## src/rtl/sd_read_arbiter.sv

```systemverilog
// Shares one SDCard_reader block-read port between two clients, granting whole
// transactions with round-robin priority. Each client sees the reader's own handshake.
module sd_read_arbiter #(
    parameter int unsigned SD_BLOCK_ADDR_BITS   = 32,
    parameter int unsigned SD_BLOCK_LENGHT_BITS = 9,
    parameter int unsigned GRANT_TIMEOUT        = 255
) (
    input  logic                            clk,
    input  logic                            rst,
    // client 0
    input  logic                            c0_trigger,
    input  logic                            c0_continous_mode,
    input  logic [SD_BLOCK_ADDR_BITS-1:0]   c0_block_addr,
    output logic                            c0_card_ready,
    output logic                            c0_data_new_flag,
    // client 1
    input  logic                            c1_trigger,
    input  logic                            c1_continous_mode,
    input  logic [SD_BLOCK_ADDR_BITS-1:0]   c1_block_addr,
    output logic                            c1_card_ready,
    output logic                            c1_data_new_flag,
    // broadcast return data
    output logic [7:0]                      client_data,
    output logic [SD_BLOCK_LENGHT_BITS-1:0] client_data_idx,
    // card reader side
    output logic                            block_read_trigger,
    output logic                            block_read_continous_mode,
    output logic [SD_BLOCK_ADDR_BITS-1:0]   block_read_block_addr,
    input  logic                            block_read_card_ready,
    input  logic [7:0]                      block_read_data_in,
    input  logic [SD_BLOCK_LENGHT_BITS-1:0] block_read_data_idx,
    input  logic                            block_read_data_new_flag,
    // status
    output logic [1:0]                      owner,
    output logic                            arb_timeout
);

    localparam int unsigned CntW = (GRANT_TIMEOUT > 2) ? $clog2(GRANT_TIMEOUT) : 1;
    localparam logic [CntW-1:0] CntLast = CntW'(GRANT_TIMEOUT - 1);

    localparam logic [1:0] OwnNone = 2'b00;
    localparam logic [1:0] Own0    = 2'b01;
    localparam logic [1:0] Own1    = 2'b10;

    typedef enum logic [1:0] {
        StIdle  = 2'b00,
        StGrant = 2'b01,
        StBusy  = 2'b10
    } state_e;

    state_e          state_q, state_d;
    logic [1:0]      owner_q, owner_d;
    logic            init_done_q, init_done_d;
    logic            prio_q, prio_d;
    logic [CntW-1:0] cnt_q, cnt_d;
    logic            arb_timeout_q, arb_timeout_d;
    logic            ready_q, ready_d;

    logic own0, own1;
    logic owner_trigger;
    logic ready_rise;

    assign own0 = (owner_q == Own0);
    assign own1 = (owner_q == Own1);

    assign owner_trigger = (own0 & c0_trigger) | (own1 & c1_trigger);
    assign ready_rise    = block_read_card_ready & ~ready_q;

    // Before the card first reports ready, everyone sees the real ready so
    // clients wait out card initialisation exactly as without the arbiter.
    assign c0_card_ready = (own0 || !init_done_q) ? block_read_card_ready : 1'b1;
    assign c1_card_ready = (own1 || !init_done_q) ? block_read_card_ready : 1'b1;

    assign c0_data_new_flag = block_read_data_new_flag & own0;
    assign c1_data_new_flag = block_read_data_new_flag & own1;

    assign client_data     = block_read_data_in;
    assign client_data_idx = block_read_data_idx;

    always_comb begin
        block_read_trigger        = 1'b0;
        block_read_continous_mode = 1'b0;
        block_read_block_addr     = '0;
        if (own0) begin
            block_read_trigger        = c0_trigger;
            block_read_continous_mode = c0_continous_mode;
            block_read_block_addr     = c0_block_addr;
        end else if (own1) begin
            block_read_trigger        = c1_trigger;
            block_read_continous_mode = c1_continous_mode;
            block_read_block_addr     = c1_block_addr;
        end
    end

    assign owner       = owner_q;
    assign arb_timeout = arb_timeout_q;

    always_comb begin
        state_d       = state_q;
        owner_d       = owner_q;
        prio_d        = prio_q;
        cnt_d         = cnt_q;
        arb_timeout_d = arb_timeout_q;
        init_done_d   = init_done_q | block_read_card_ready;
        ready_d       = block_read_card_ready;

        unique case (state_q)
            StIdle: begin
                if (block_read_card_ready && (c0_trigger || c1_trigger)) begin
                    state_d = StGrant;
                    cnt_d   = '0;
                    if (c0_trigger && c1_trigger) begin
                        owner_d = prio_q ? Own1 : Own0;
                    end else begin
                        owner_d = c0_trigger ? Own0 : Own1;
                    end
                end
            end
            StGrant: begin
                if (!block_read_card_ready) begin
                    state_d = StBusy;
                    cnt_d   = '0;
                end else if (!owner_trigger) begin
                    // request abandoned before the card took it: priority untouched
                    state_d = StIdle;
                    owner_d = OwnNone;
                end else if (cnt_q == CntLast) begin
                    state_d       = StIdle;
                    owner_d       = OwnNone;
                    cnt_d         = '0;
                    arb_timeout_d = 1'b1;
                end else begin
                    cnt_d = cnt_q + 1'b1;
                end
            end
            StBusy: begin
                if (ready_rise) begin
                    state_d = StIdle;
                    owner_d = OwnNone;
                    prio_d  = own0;
                end
            end
            default: begin
                state_d = StIdle;
                owner_d = OwnNone;
            end
        endcase
    end

    always_ff @(posedge clk) begin
        if (rst) begin
            state_q       <= StIdle;
            owner_q       <= OwnNone;
            init_done_q   <= 1'b0;
            prio_q        <= 1'b0;
            cnt_q         <= '0;
            arb_timeout_q <= 1'b0;
            ready_q       <= 1'b0;
        end else begin
            state_q       <= state_d;
            owner_q       <= owner_d;
            init_done_q   <= init_done_d;
            prio_q        <= prio_d;
            cnt_q         <= cnt_d;
            arb_timeout_q <= arb_timeout_d;
            ready_q       <= ready_d;
        end
    end

endmodule

```

## config.mk

```make
export PLATFORM = sky130hd
export DESIGN_NAME = sd_read_arbiter
export DESIGN_NICKNAME = d
export VERILOG_FILES = /design/src/rtl/sd_read_arbiter.sv
export SDC_FILE = /design/constraint.sdc
export NUM_CORES = 1
export LEC_CHECK = 0
export CELL_PAD_IN_SITES_DETAIL_PLACEMENT = 1
export CELL_PAD_IN_SITES_GLOBAL_PLACEMENT = 2
export CORE_UTILIZATION = 13
export CTS_CLUSTER_DIAMETER = 60
export DETAILED_ROUTE_END_ITERATION = 7
export MAX_ROUTING_LAYER = met4
export PLACE_DENSITY = 0.8
export SLEW_MARGIN = 20
export SYNTH_ARGS = -nofsm -noshare
export SYNTH_HDL_FRONTEND = slang
export SYNTH_SLANG_ARGS = --single-unit
```

## constraint.sdc

```tcl
create_clock -name clk -period 1.9 [get_ports clk]
set_input_delay 0.38 -clock clk [delete_from_list [all_inputs] [get_ports clk]]
set_output_delay 0.38 -clock clk [all_outputs]
set_load 0.02 [all_outputs]
```

==> results.yml <==
setup_path:
  endpoint_kind: "output pin"
  crit_type: "in2out"
  arrival_ns: 1.45
  crit_path_end: "c0_card_ready"
  setup.worst_path.start_class: "primary input"
  reg2reg_slack_ns: 0.28
  reg2reg_depth: 7
  path_max_fanout: 3
  r2r-end: "cnt_q[6]"
  r2r_start: "cnt_q[0]"
  crit_start: "block_read_card_ready"
  crit_required_ns: 1.52
clock_network:
  clockBufferDepth: 2
  clock_sinks: 16
  cts_tree: "built"
  cts_hold_buf: 0
  cts_root_buf: "clkbuf_8"
  cts_buffers: 3
  insertion_delay_ns: 0.26
  clkSlewWorstSetupHoldPaths_ns: 0.06
  ctsHtreeMaxLevel: 1
power_and_ir_drop:
  p_per_area_mw_per_mm2: 473
  p_total_w: 0.00119
  p_leak_nw: 1.03
  peakVddDrop_v: 0.000187
die:
  num_rows: 37
  dieWidth_um: 104
  dieArea_mm2: 0.0109
  start_util_pct: 13.3
  core_mm2: 0.0102
  fp.dieH_um: 104
  ioPinCount: 147
logic_synthesis:
  syn_avg_cell_area_um2: 7.83
  synth_seq_cells: 16
  synth_area_leader_cell: "dfxtp_1"
  synth_area_mm2: 0.00136
  synth_async_sr_flop_share_pct: 0
  ys_seq_area_share_pct: 23.5
  synth.distinct_cells: 39
  synth_flop_cell: "dfxtp_1"
  ys_top_cells_by_area: "dfxtp_1, a22o_1, buf_4, nand3_1, o21ai_0"
  yosysWarnings: 0
  synthTopCellsByCount: "a22o_1, buf_4, dfxtp_1"
  synth_top_area_share_pct: 23.5
  synthesis.nets: 265
  yosysMostFrequentCell: "a22o_1"
  synth_cells: 174
  synth_edf_count: 0
route:
  drt-pass1-iter-count: 4
  routed_wirelength_mm: 5.60
  num_vias: 1710
  wl_per_cell_um: 13.7
  via_per_inst: 4.17
  drtAntennaViolNets: 0
  drtIter0Drc: 72
  drc: 0
timing:
  post-route-worst-setup-slack_ns: 0.0694
  finalMaxSlewViolations: 0
  slew_headroom_pct: 79.3
  worst_pin_slew_ns: 0.310
  finClkSkew_ns: 0.00447
  rsz0062_at_grt: "false"
  fmax_mhz: 546
  timing.final.crit_share_pct: 96.3
  period_minus_slack_ns: 1.83
  hold_violations: 0
  tns_ns: 0
  setup_viol: 0
flow_run:
  cap_violations: 0
place:
  gp_congestion: 0.716
  dpl.hpwl_mm: 4.46
  pre_cts_ws_ns: -0.388
  place_inst: 407
  numPortBuffers: 112
layout:
  drive_gt1_share_pct: 24.1
  stdcell_count: 410
  fin_nets: 367
  fin_util_pct: 24.5
  area_delta_synth_final_pct: 83.8
  diodes: 0
min_path:
  hold_path.class: "reg2reg"
grt:
  grt_max_degree: 36
  antenna_found_initial: 0
  grt_pass1_vias: 1800
  grt_pass1_wl_mm: 8.89
  grt_overflow: 0
  grtUsageTotal_pct: 10.3
outcome:
  outcome: "complete, no violations"
## placed cells by master, fill, tap and decap left out, types with 2 or more instances in the layout
| cell type | instances |
|---|---|
| clkdlybuf4s50_1 | 73 |
| a22o_1 | 33 |
| buf_2 | 32 |
| buf_4 | 15 |
| dfxtp_1 | 14 |
| nand3_1 | 9 |
| nand2_1 | 9 |
| o21ai_0 | 9 |
| nor2_1 | 8 |
| a21oi_1 | 6 |
| a31oi_1 | 5 |
| nor3_1 | 4 |
| nand3b_1 | 4 |
| clkbuf_2 | 4 |
| o21bai_1 | 3 |
| o211ai_1 | 3 |
| mux2i_1 | 3 |
| clkbuf_8 | 3 |
| inv_1 | 2 |
| and2_1 | 2 |
| o21a_1 | 2 |
| nand4_1 | 2 |
| nand2b_1 | 2 |
| ha_1 | 2 |
| buf_12 | 2 |
## power by group
group,switching (W),internal (W)
combinational,0.000261,0.000298
clock,0.000125,0.000141
sequential,0.0000150,0.000346
## worst min path at each step
stage | start | to | depth (start not counted)
after floorplan | init_done_q | init_done_q | 2
after global placement | init_done_q | init_done_q | 2
after detailed placement | init_done_q | init_done_q | 2
after CTS | init_done_q | init_done_q | 2
after global routing | prio_q | prio_q | 2
final | init_done_q | init_done_q | 2
## worst max-delay path, stage by stage
cell             delay [ns]
clkdlybuf4s50_1        0.56
o21bai_1               0.15
dlygate4sd2_1          0.36
## what timing repair did
item	4_1_cts	5_1_grt
buffers inserted	0	0
cloned	0	0
pin swaps	0	1
resized for setup	118	38
endpoints found under the setup margin	40	31
## cells by family after synthesis
kind of cell | Yosys count | share of synthesized area [%]
AOI/OAI and AO/OA | 65 | 35.7
and+or+nand+nor | 54 | 22.2
buffers and inverters | 34 | 14.5
DFF | 16 | 23.5
muxes | 3 | 2.20
adders and majority gates | 2 | 1.84
## layer usage
layer  routed length [um]  GRT usage [%]  part of all wire [%]  vias to the layer above
li1                     -              -                     -                      841
met2                 2910           18.0                    52                       46
met5                    0              -                     0                        -
met4                   82           3.78                   1.5                        0
met1                 2390           11.8                    43                      815
met3                  213           1.50                   3.8                        8
## final cells by class
cell class	instances	area, um2
inverter	2	7.51
multi-input combinational	124	865
fill	1231	7730
tap	136	170
sequential	16	325
clock buffer	3	41.3
timing repair buffer	129	1100
## per-stage QoR
| step | area, um2 | hold slack, ns |
|---|---|---|
| finish | 2500 | 0.475 |
| global route | 2500 | 0.535 |
| floorplan | 1360 | 0.434 |
| global placement | 2620 | 0.455 |
| detailed placement | 2620 | 0.467 |
| CTS | 2660 | 0.482 |
## sequential cells by signal (all words and copies together) (netlist names)
| name | flops |
|---|---|
| cnt_q | 8 |
| owner | 2 |
| state_q | 2 |
| arb_timeout | 1 |
| init_done_q | 1 |
| prio_q | 1 |
| ready_q | 1 |
(Power assumes the default switching activity.)
